**config.mk**
```make
export PLATFORM = sky130hd
export DESIGN_NAME = gc_issue_scheduler
export DESIGN_NICKNAME = d
export VERILOG_FILES = /design/src/rtl/gc_issue_scheduler.sv
export SDC_FILE = /design/constraint.sdc
export NUM_CORES = 1
export LEC_CHECK = 0
export BUFFER_PORTS_ARGS = -buffer_cell sky130_fd_sc_hd__buf_2
export CAP_MARGIN = 40
export CORE_MARGIN = 1.5
export CORE_UTILIZATION = 40
export DETAILED_ROUTE_END_ITERATION = 10
export PLACE_DENSITY = 0.61
export SYNTH_ARGS = -nofsm -noshare
export SYNTH_HDL_FRONTEND = slang
export SYNTH_SLANG_ARGS = --single-unit
export TNS_END_PERCENT = 10
```
**constraint.sdc**
```tcl
create_clock -name clk -period 3.3 [get_ports clk]
set_input_delay 0.66 -clock clk [delete_from_list [all_inputs] [get_ports clk]]
set_output_delay 0.66 -clock clk [all_outputs]
set_load 0.02 [all_outputs]
```
**src/rtl/gc_issue_scheduler.sv**
```systemverilog
// Issue scheduler for a garbled-circuit engine: walks gate ids in order and stalls any
// gate whose input label is still inside the L-cycle garbling pipeline.
module gc_issue_scheduler #(
  parameter int S = 20,
  parameter int L = 10  // NR_AES: AES-128 round count, one pipeline stage per round
) (
  input  logic         clk,
  input  logic         rst,
  input  logic         start,
  input  logic [S-1:0] num_gates,
  input  logic         dep0_v,
  input  logic [S-1:0] dep0_gid,
  input  logic         dep1_v,
  input  logic [S-1:0] dep1_gid,
  input  logic         is_xor,
  output logic [S-1:0] gid,
  output logic         issue,
  output logic         const_en,
  output logic         busy,
  output logic         done,
  output logic [15:0]  stall_cnt
);

  typedef enum logic [2:0] {IDLE, KEYS, CONST, ISSUE, DRAIN} state_t;

  state_t         state_reg, state_next;
  logic [S-1:0]   num_gates_reg;
  logic [S-1:0]   gid_reg;
  logic [15:0]    stall_reg;
  logic           hold_reg;
  logic [L-1:0]   sb_v_reg;
  logic [S-1:0]   sb_gid_reg [L];

  logic [L-1:0]   hit0, hit1;
  logic           hazard;
  logic           sb_any;
  logic           issue_ok;
  logic           last_issue;
  logic           accept;

  genvar gi;
  generate
    for (gi = 0; gi < L; gi++) begin : g_hit
      assign hit0[gi] = sb_v_reg[gi] && (sb_gid_reg[gi] == dep0_gid);
      assign hit1[gi] = sb_v_reg[gi] && (sb_gid_reg[gi] == dep1_gid);
    end
  endgenerate

  assign hazard     = (dep0_v && |hit0) || (dep1_v && |hit1);
  assign sb_any     = |sb_v_reg;
  assign issue_ok   = (state_reg == ISSUE) && !hazard && (gid_reg < num_gates_reg);
  assign last_issue = issue_ok && (gid_reg == num_gates_reg - 1'b1);
  assign accept     = (state_reg == IDLE) && start;

  always_ff @(posedge clk or negedge rst) begin
    if (!rst) begin
      state_reg <= IDLE;
    end else begin
      state_reg <= state_next;
    end
  end

  always_comb begin
    state_next = state_reg;
    case (state_reg)
      IDLE:    if (start) state_next = KEYS;
      KEYS:    state_next = CONST;
      CONST:   state_next = (num_gates_reg == '0) ? DRAIN : ISSUE;
      ISSUE:   if (last_issue) state_next = DRAIN;
      DRAIN:   if (!sb_any && !hold_reg) state_next = IDLE;
      default: state_next = IDLE;
    endcase
  end

  always_comb begin
    issue    = issue_ok;
    const_en = (state_reg == CONST);
    busy     = (state_reg != IDLE);
    done     = (state_reg == DRAIN) && !sb_any && !hold_reg;
  end

  // An empty netlist lingers one cycle in DRAIN so done lands two cycles after const_en.
  always_ff @(posedge clk or negedge rst) begin
    if (!rst) begin
      num_gates_reg <= '0;
      gid_reg       <= '0;
      stall_reg     <= '0;
      hold_reg      <= 1'b0;
    end else begin
      hold_reg <= (state_reg == CONST) && (num_gates_reg == '0);
      if (accept) begin
        num_gates_reg <= num_gates;
        gid_reg       <= '0;
        stall_reg     <= '0;
      end else begin
        if (issue_ok) gid_reg <= gid_reg + 1'b1;
        if ((state_reg == ISSUE) && hazard && (stall_reg != 16'hFFFF))
          stall_reg <= stall_reg + 16'd1;
      end
    end
  end

  // Only gates that really occupy the AES pipeline are tracked; free-XOR gates finish at issue.
  always_ff @(posedge clk or negedge rst) begin
    if (!rst) begin
      for (int i = 0; i < L; i++) begin
        sb_v_reg[i]   <= 1'b0;
        sb_gid_reg[i] <= '0;
      end
    end else begin
      sb_v_reg[0]   <= issue_ok && !is_xor;
      sb_gid_reg[0] <= gid_reg;
      for (int i = 1; i < L; i++) begin
        sb_v_reg[i]   <= sb_v_reg[i-1];
        sb_gid_reg[i] <= sb_gid_reg[i-1];
      end
    end
  end

  assign gid       = gid_reg;
  assign stall_cnt = stall_reg;

endmodule

```
==> results of run 1 <==
==> layout make-up <==
class,count,area [um^2]
flip-flops and latches,270,6770
fillers,3111,17400
multi-input cells,914,6980
inverters,29,109
clock buffers,41,852
well taps,455,569
clock inverters,14,168
repair buffers,225,1710
==> logic make-up (layout without fill, tap and decap cells) <==
kind of cell | Yosys count | count (layout) | synth area share [%]
xor+xnor | 423 | 423 | 26.4
simple gates | 344 | 344 | 13.9
flops | 270 | 270 | 48.1
compound gates | 109 | 109 | 4.86
buf+inv | 89 | 309 | 3.73
fa+ha+maj | 23 | 23 | 2.05
mux | 15 | 15 | 1.07
==> power by group through the flow <==
| stage | clock network, W | registers [W] | logic (W) |
|---|---|---|---|
| final | 0.00342 | 0.00526 | 0.00370 |
| after floorplan | 0 | 0.00512 | 0.00222 |
| after global routing | 0.00361 | 0.00536 | 0.00400 |
| after detailed placement | 0 | 0.00528 | 0.00356 |
| after global placement | 0 | 0.00526 | 0.00353 |
| after CTS | 0.00348 | 0.00523 | 0.00366 |
==> worst min path at each step <==
stage / start / slack (ns) / to
after global routing: rst / 0.11 / sb_gid_reg[35]
after global placement: sb_gid_reg[99] / 0.42 / sb_gid_reg[79]
after detailed placement: sb_gid_reg[129] / 0.42 / sb_gid_reg[109]
after floorplan: rst / 0.36 / gid[0]
final: rst / 0.07 / sb_gid_reg[35]
after CTS: rst / 0.1 / sb_v_reg[9]
==> cell usage after synthesis, types with 2 or more instances <==
cell	n	area, um^2
a211oi_1	2	15.0
a21o_1	7	52.6
a21oi_1	31	155
a31oi_1	4	25.0
a41oi_1	3	26.3
and2_1	5	31.3
and3_1	11	68.8
and4_1	3	26.3
buf_2	2	10.0
buf_4	38	285
buf_6	6	67.6
clkbuf_1	13	48.8
dfrtp_1	270	6760
ha_1	23	288
inv_1	29	109
mux2i_1	15	150
nand2_1	59	221
nand2b_1	4	25.0
nand3_1	37	185
nand4_1	94	588
nor2_1	28	105
nor2b_1	4	25.0
nor3_1	12	60.1
nor3_2	4	40.0
nor4_1	46	288
o211ai_1	4	30.0
o21a_1	4	30.0
o21ai_0	32	160
o31ai_1	14	105
or3_1	11	68.8
or4_1	18	135
xnor2_1	326	2860
xor2_1	97	850
==> placed cells by master (no fill, tap or decap), types with 11 or more instances in the layout <==
cell,n
nor3_1,12
buf_12,21
nand4_1,94
buf_4,99
nand2_1,58
nor2_1,27
buf_2,102
xnor2_2,15
o21ai_0,31
xnor2_1,311
ha_1,22
nand3_1,36
or4_1,18
nor4_1,39
xor2_1,97
inv_1,25
o31ai_1,14
clkbuf_16,30
a21oi_1,28
mux2i_1,15
and3_1,11
dfrtp_1,262
or3_1,11
==> layer usage <==
layer  part of all wire, %  up-vias  track usage, %  wire length (um)
met5                 0.048        -               0                20
met4                   6.1        4            12.7              2560
met3                   3.7      106            2.76              1560
met2                    50      292            41.3             21000
met1                    40     5079            27.7             16900
li1                      -     4797               -                 -
==> per-stage QoR <==
step	utilization [%]	std cells	setup slack (ns)	area [um^2]	hold WS, ns
final	49.7	1948	-0.0884	17200	0.0716
after global routing	49.7	1948	-0.165	17200	0.107
after CTS	49.3	1944	-0.0799	17000	0.0958
after detailed placement	45.9	1885	-0.0969	15900	0.420
after global placement	45.9	1885	-0.149	15900	0.416
after floorplan	-	1273	0.212	14100	0.364
==> worst max-delay path, cell delays in order (launching register included) <==
cell and delay (ns):
dfrtp_1 0.41, xnor2_2 0.21, nand4_1 0.16, nor4_2 0.32
buf_4 0.16, nand4_1 0.16, nand4_1 0.21, nor3_2 0.07
o22ai_2 0.22, nor2_2 0.10, buf_6 0.14
==> what timing repair did <==
action / 4_1_cts / 5_1_grt
resized for setup: 22 / 24
setup buffers: 4 / 4
pin swaps: 10 / 15
setup endpoints to repair: 1 / 1
==> results.toml, run 1 <==
[worst_setup_path]
worstRegToRegCells = 11
crit_path_max_fanout = 2
r2r-end = "state_reg[0]"
timing.rr.start = "num_gates_reg[13]"
cp-start-kind = "flop"
cp-endpoint = "issue"
crit_required_ns = 2.64
critical_path_arrival_ns = 2.73
rrSetupSlack_ns = 0.30
critPathKind = "flop to output pin"
worst_setup_path_end_kind = "output pin"
cp-startpoint = "sb_gid_reg[30]"

[cts]
cts_buffers = 30
cts_tree = "built"
h-tree-depth = 1
clock-sinks = 270
root_buffer = "clkbuf_16"
insertion_delay_ns = 0.57
cts_max_path_buffers = 3
hold_buffers = 0
path_clk_slew_ns = 0.06

[floorplan]
die_x_um = 190
ioPinCount = 106
row_count = 68
design.core.area_um2 = 34500
fp.dieArea_um2 = 36300
die_h_um = 190
start_util_pct = 40.7

[synthesis]
syn-cell-area_um2 = 14100
synthCells = 1273
synth_ff_type = "dfrtp_1"
syn_avg_cell_area_um2 = 11.0
synthArstFlopShare_pct = 100
synth-edff-count = 0
synth_nets = 1362
synth_cell_type_count = 50
ys_ff_latch = 270
synth.yosys.seq_area_share_pct = 48.1
ys_warn_count = 0

[grt]
gr-total-overflow = 0
grt_pass1_vias = 10700
grt_pass1_wl_mm = 63.0
grt_util_all_layers_pct = 23.4
grt_max_degree = 81
antenna_found_initial = 2

[finish]
fin_nets = 1559
drive_gt1_share_pct = 22.1
largest_reg_flops = 200
area_growth_syn_to_layout_pct = 22.0
antennaDiodeCount = 0

[sta]
tns_ns = -0.0884
layout_setup_ws_ns = -0.0884
maxSlewViolCount = 0
setup-violations-final = 1
slew_headroom_pct = 56.8
fin_skew_ns = 0.0195
post-route-period-util_pct = 103
rsz0062_at_grt = "true"
hold_viol = 0
tightest_slew_ns = 0.648
min_period_ns = 3.39
fmax_ghz = 0.295

[pwr]
p_sw_w = 0.00440
p_clk_share_pct = 27.7
comb_power_share_pct = 29.9
p_seq_share_pct = 42.4
p_int_w = 0.00799
p_per_area_nw_per_um2 = 722
p_sw_share_pct = 35.5
p_total_w = 0.0124
leakagePower_nw = 7.22
ir_worst_vdd_mv = 0.543

[detailed_routing]
avgRoutedWirePerCell_um = 21.5
drtIter0Drc = 654
wirelength_mm = 42.0
drt_pass1_iterations = 7
vias = 10300
drc = 0
detail-route-antenna-nets = 0
via_per_inst = 5.28

[placement]
place_congestion = 0.947
dp_hpwl_mm = 32.8
io_buffers = 105

[flow_run]
cap_violations = 0

[run_status]
status = "finished, violations left"
violations = "setup timing"

[min_path]
hold_path.class = "input pin to async pin"
Power figures use the tool's default switching activity.
==> run 2: changes to the inputs <==
--- a/config.mk
+++ b/config.mk
@@ -10,7 +10,7 @@
 export CORE_MARGIN = 1.5
 export CORE_UTILIZATION = 40
 export DETAILED_ROUTE_END_ITERATION = 10
-export PLACE_DENSITY = 0.61
+export PLACE_DENSITY = 0.68
 export SYNTH_ARGS = -nofsm -noshare
 export SYNTH_HDL_FRONTEND = slang
 export SYNTH_SLANG_ARGS = --single-unit
==> results.toml, run 2 (synthesized netlist as in run 1, its figures left out) <==
[grt]
grt_pass1_wl_mm = 62.6
grt_max_degree = 81
grt_pass1_vias = 10800
antenna_found_initial = 1
gr-total-overflow = 0
grt_util_all_layers_pct = 23.1

[detailed_routing]
avgRoutedWirePerCell_um = 21.4
drt_pass1_iterations = 5
drtIter0Drc = 772
detail-route-antenna-nets = 0
via_per_inst = 5.34
drc = 0
vias = 10400
wirelength_mm = 41.5

[finish]
drive_gt1_share_pct = 22.1
area_growth_syn_to_layout_pct = 21.5
largest_reg_flops = 200
n_fill_cell = 3132
final_common_cell = "xnor2_1"
final_cell_mix = "xnor2_1 (308), dfrtp_1 (263), buf_2 (103)"
layoutNonFillerInstCount = 1938
fin_nets = 1548
antennaDiodeCount = 0

[worst_setup_path]
worst_setup_path_end_kind = "output pin"
critPathKind = "flop to output pin"
crit_path_max_fanout = 2
cp-start-kind = "flop"
critical_path_arrival_ns = 2.66
crit_required_ns = 2.64

[floorplan]
fp.dieArea_um2 = 36300
die_x_um = 190
start_util_pct = 40.7
row_count = 68
die_h_um = 190
design.core.area_um2 = 34500
ioPinCount = 106

[pwr]
leakagePower_nw = 7.18
p_sw_w = 0.00442
comb_power_share_pct = 30.1
p_sw_share_pct = 35.3
ir_worst_vdd_mv = 0.641
p_clk_share_pct = 28.0
p_per_area_nw_per_um2 = 731
p_int_w = 0.00808
p_seq_share_pct = 41.9

[placement]
io_buffers = 105
place_congestion = 0.969
dp_hpwl_mm = 32.3
dp.cells = 1873

[sta]
fmax_ghz = 0.302
holdWs_ns = 0.0785
tns_ns = -0.0162
post-route-period-util_pct = 100
fin_skew_ns = 0.0300
setup-violations-final = 1
slew_headroom_pct = 57.1
hold_viol = 0
maxSlewViolCount = 0
rsz0062_at_grt = "true"
min_period_ns = 3.32
layout_setup_ws_ns = -0.0162
tightest_slew_ns = 0.643

[cts]
clock-sinks = 270
root_buffer = "clkbuf_16"
path_clk_slew_ns = 0.07
h-tree-depth = 1
cts_buffers = 30
cts_max_path_buffers = 3
insertion_delay_ns = 0.57
cts_tree = "built"
hold_buffers = 0

[run_status]
violations = "setup timing"
status = "finished, violations left"

[flow_run]
cap_violations = 0

[min_path]
hold_path.class = "input pin to async pin"
[run 2: repair_timing]
| item | in CTS | in global routing |
|---|---|---|
| pin swaps | 8 | 19 |
| gates resized for setup | 32 | 23 |
| endpoints found under the setup margin | 1 | 1 |
| buffers inserted | 6 | 3 |
[run 2: final timing paths]
path / slack [ns] / cells after the start / from / to
worst min-delay path: 0.08 / 1 / rst / sb_gid_reg[15]
worst max register to register: 0.21 / 14 / num_gates_reg[1] / state_reg[0]
max in group asynchronous: 2.27 / 2 / rst / sb_gid_reg[145]
worst max-delay path: -0.02 / 10 / gid[1] / issue
min in group clk: 0.31 / 3 / num_gates[9] / num_gates_reg[9]
worst min register to register: 0.41 / 0 / sb_gid_reg[158] / sb_gid_reg[138]
[run 2: metrics by stage]
stage          setup slack [ns]  utilization [%]  instance area (um^2)  total power [W]
3_3_place_gp             -0.135             45.3                 15700          0.00873
2_1_floorplan             0.212                -                 14100          0.00734
3_5_place_dp             -0.135             45.3                 15700          0.00882
5_1_grt                  -0.127             49.5                 17100           0.0131
6_report                -0.0162             49.5                 17100           0.0125
4_1_cts                 -0.0404             49.0                 16900           0.0125
[run 2: power groups by stage]
stage / registers, W / clock network [W] / logic, W
4_1_cts: 0.00521 / 0.00355 / 0.00369
5_1_grt: 0.00535 / 0.00371 / 0.00404
3_5_place_dp: 0.00527 / 0 / 0.00355
2_1_floorplan: 0.00512 / 0 / 0.00222
3_3_place_gp: 0.00523 / 0 / 0.00350
6_report: 0.00524 / 0.00350 / 0.00376
[run 2: cell type report]
cell class | count | area, um^2 | area share [%]
inverter | 29 | 109 | 0.637
multi-input combinational | 914 | 7070 | 41.4
tap | 455 | 569 | 3.33
clock inverter | 12 | 154 | 0.901
timing repair buffer | 214 | 1510 | 8.84
clock buffer | 44 | 903 | 5.29
sequential | 270 | 6770 | 39.6
[run 2: metal layers]
| layer | vias up | share of wire, % | track usage (%) | wire length [um] |
|---|---|---|---|---|
| li1 | 4795 | - | - | - |
| met1 | 5135 | 40 | 27.2 | 16400 |
| met2 | 313 | 51 | 41.1 | 21000 |
| met3 | 112 | 4.0 | 2.71 | 1670 |
| met4 | 2 | 5.8 | 12.4 | 2400 |
| met5 | - | 0.031 | 0 | 13 |
[run 2: worst max-delay path, stage by stage (launching register included)]
cell and delay [ns]:
dfrtp_1 0.42, ha_4 0.25, nor2b_4 0.12, o21a_1 0.16, o21a_1 0.17, o21ai_2 0.13, a21oi_2 0.08, o21a_1 0.19
nand3b_1 0.23, nor2_4 0.21, buf_6 0.14
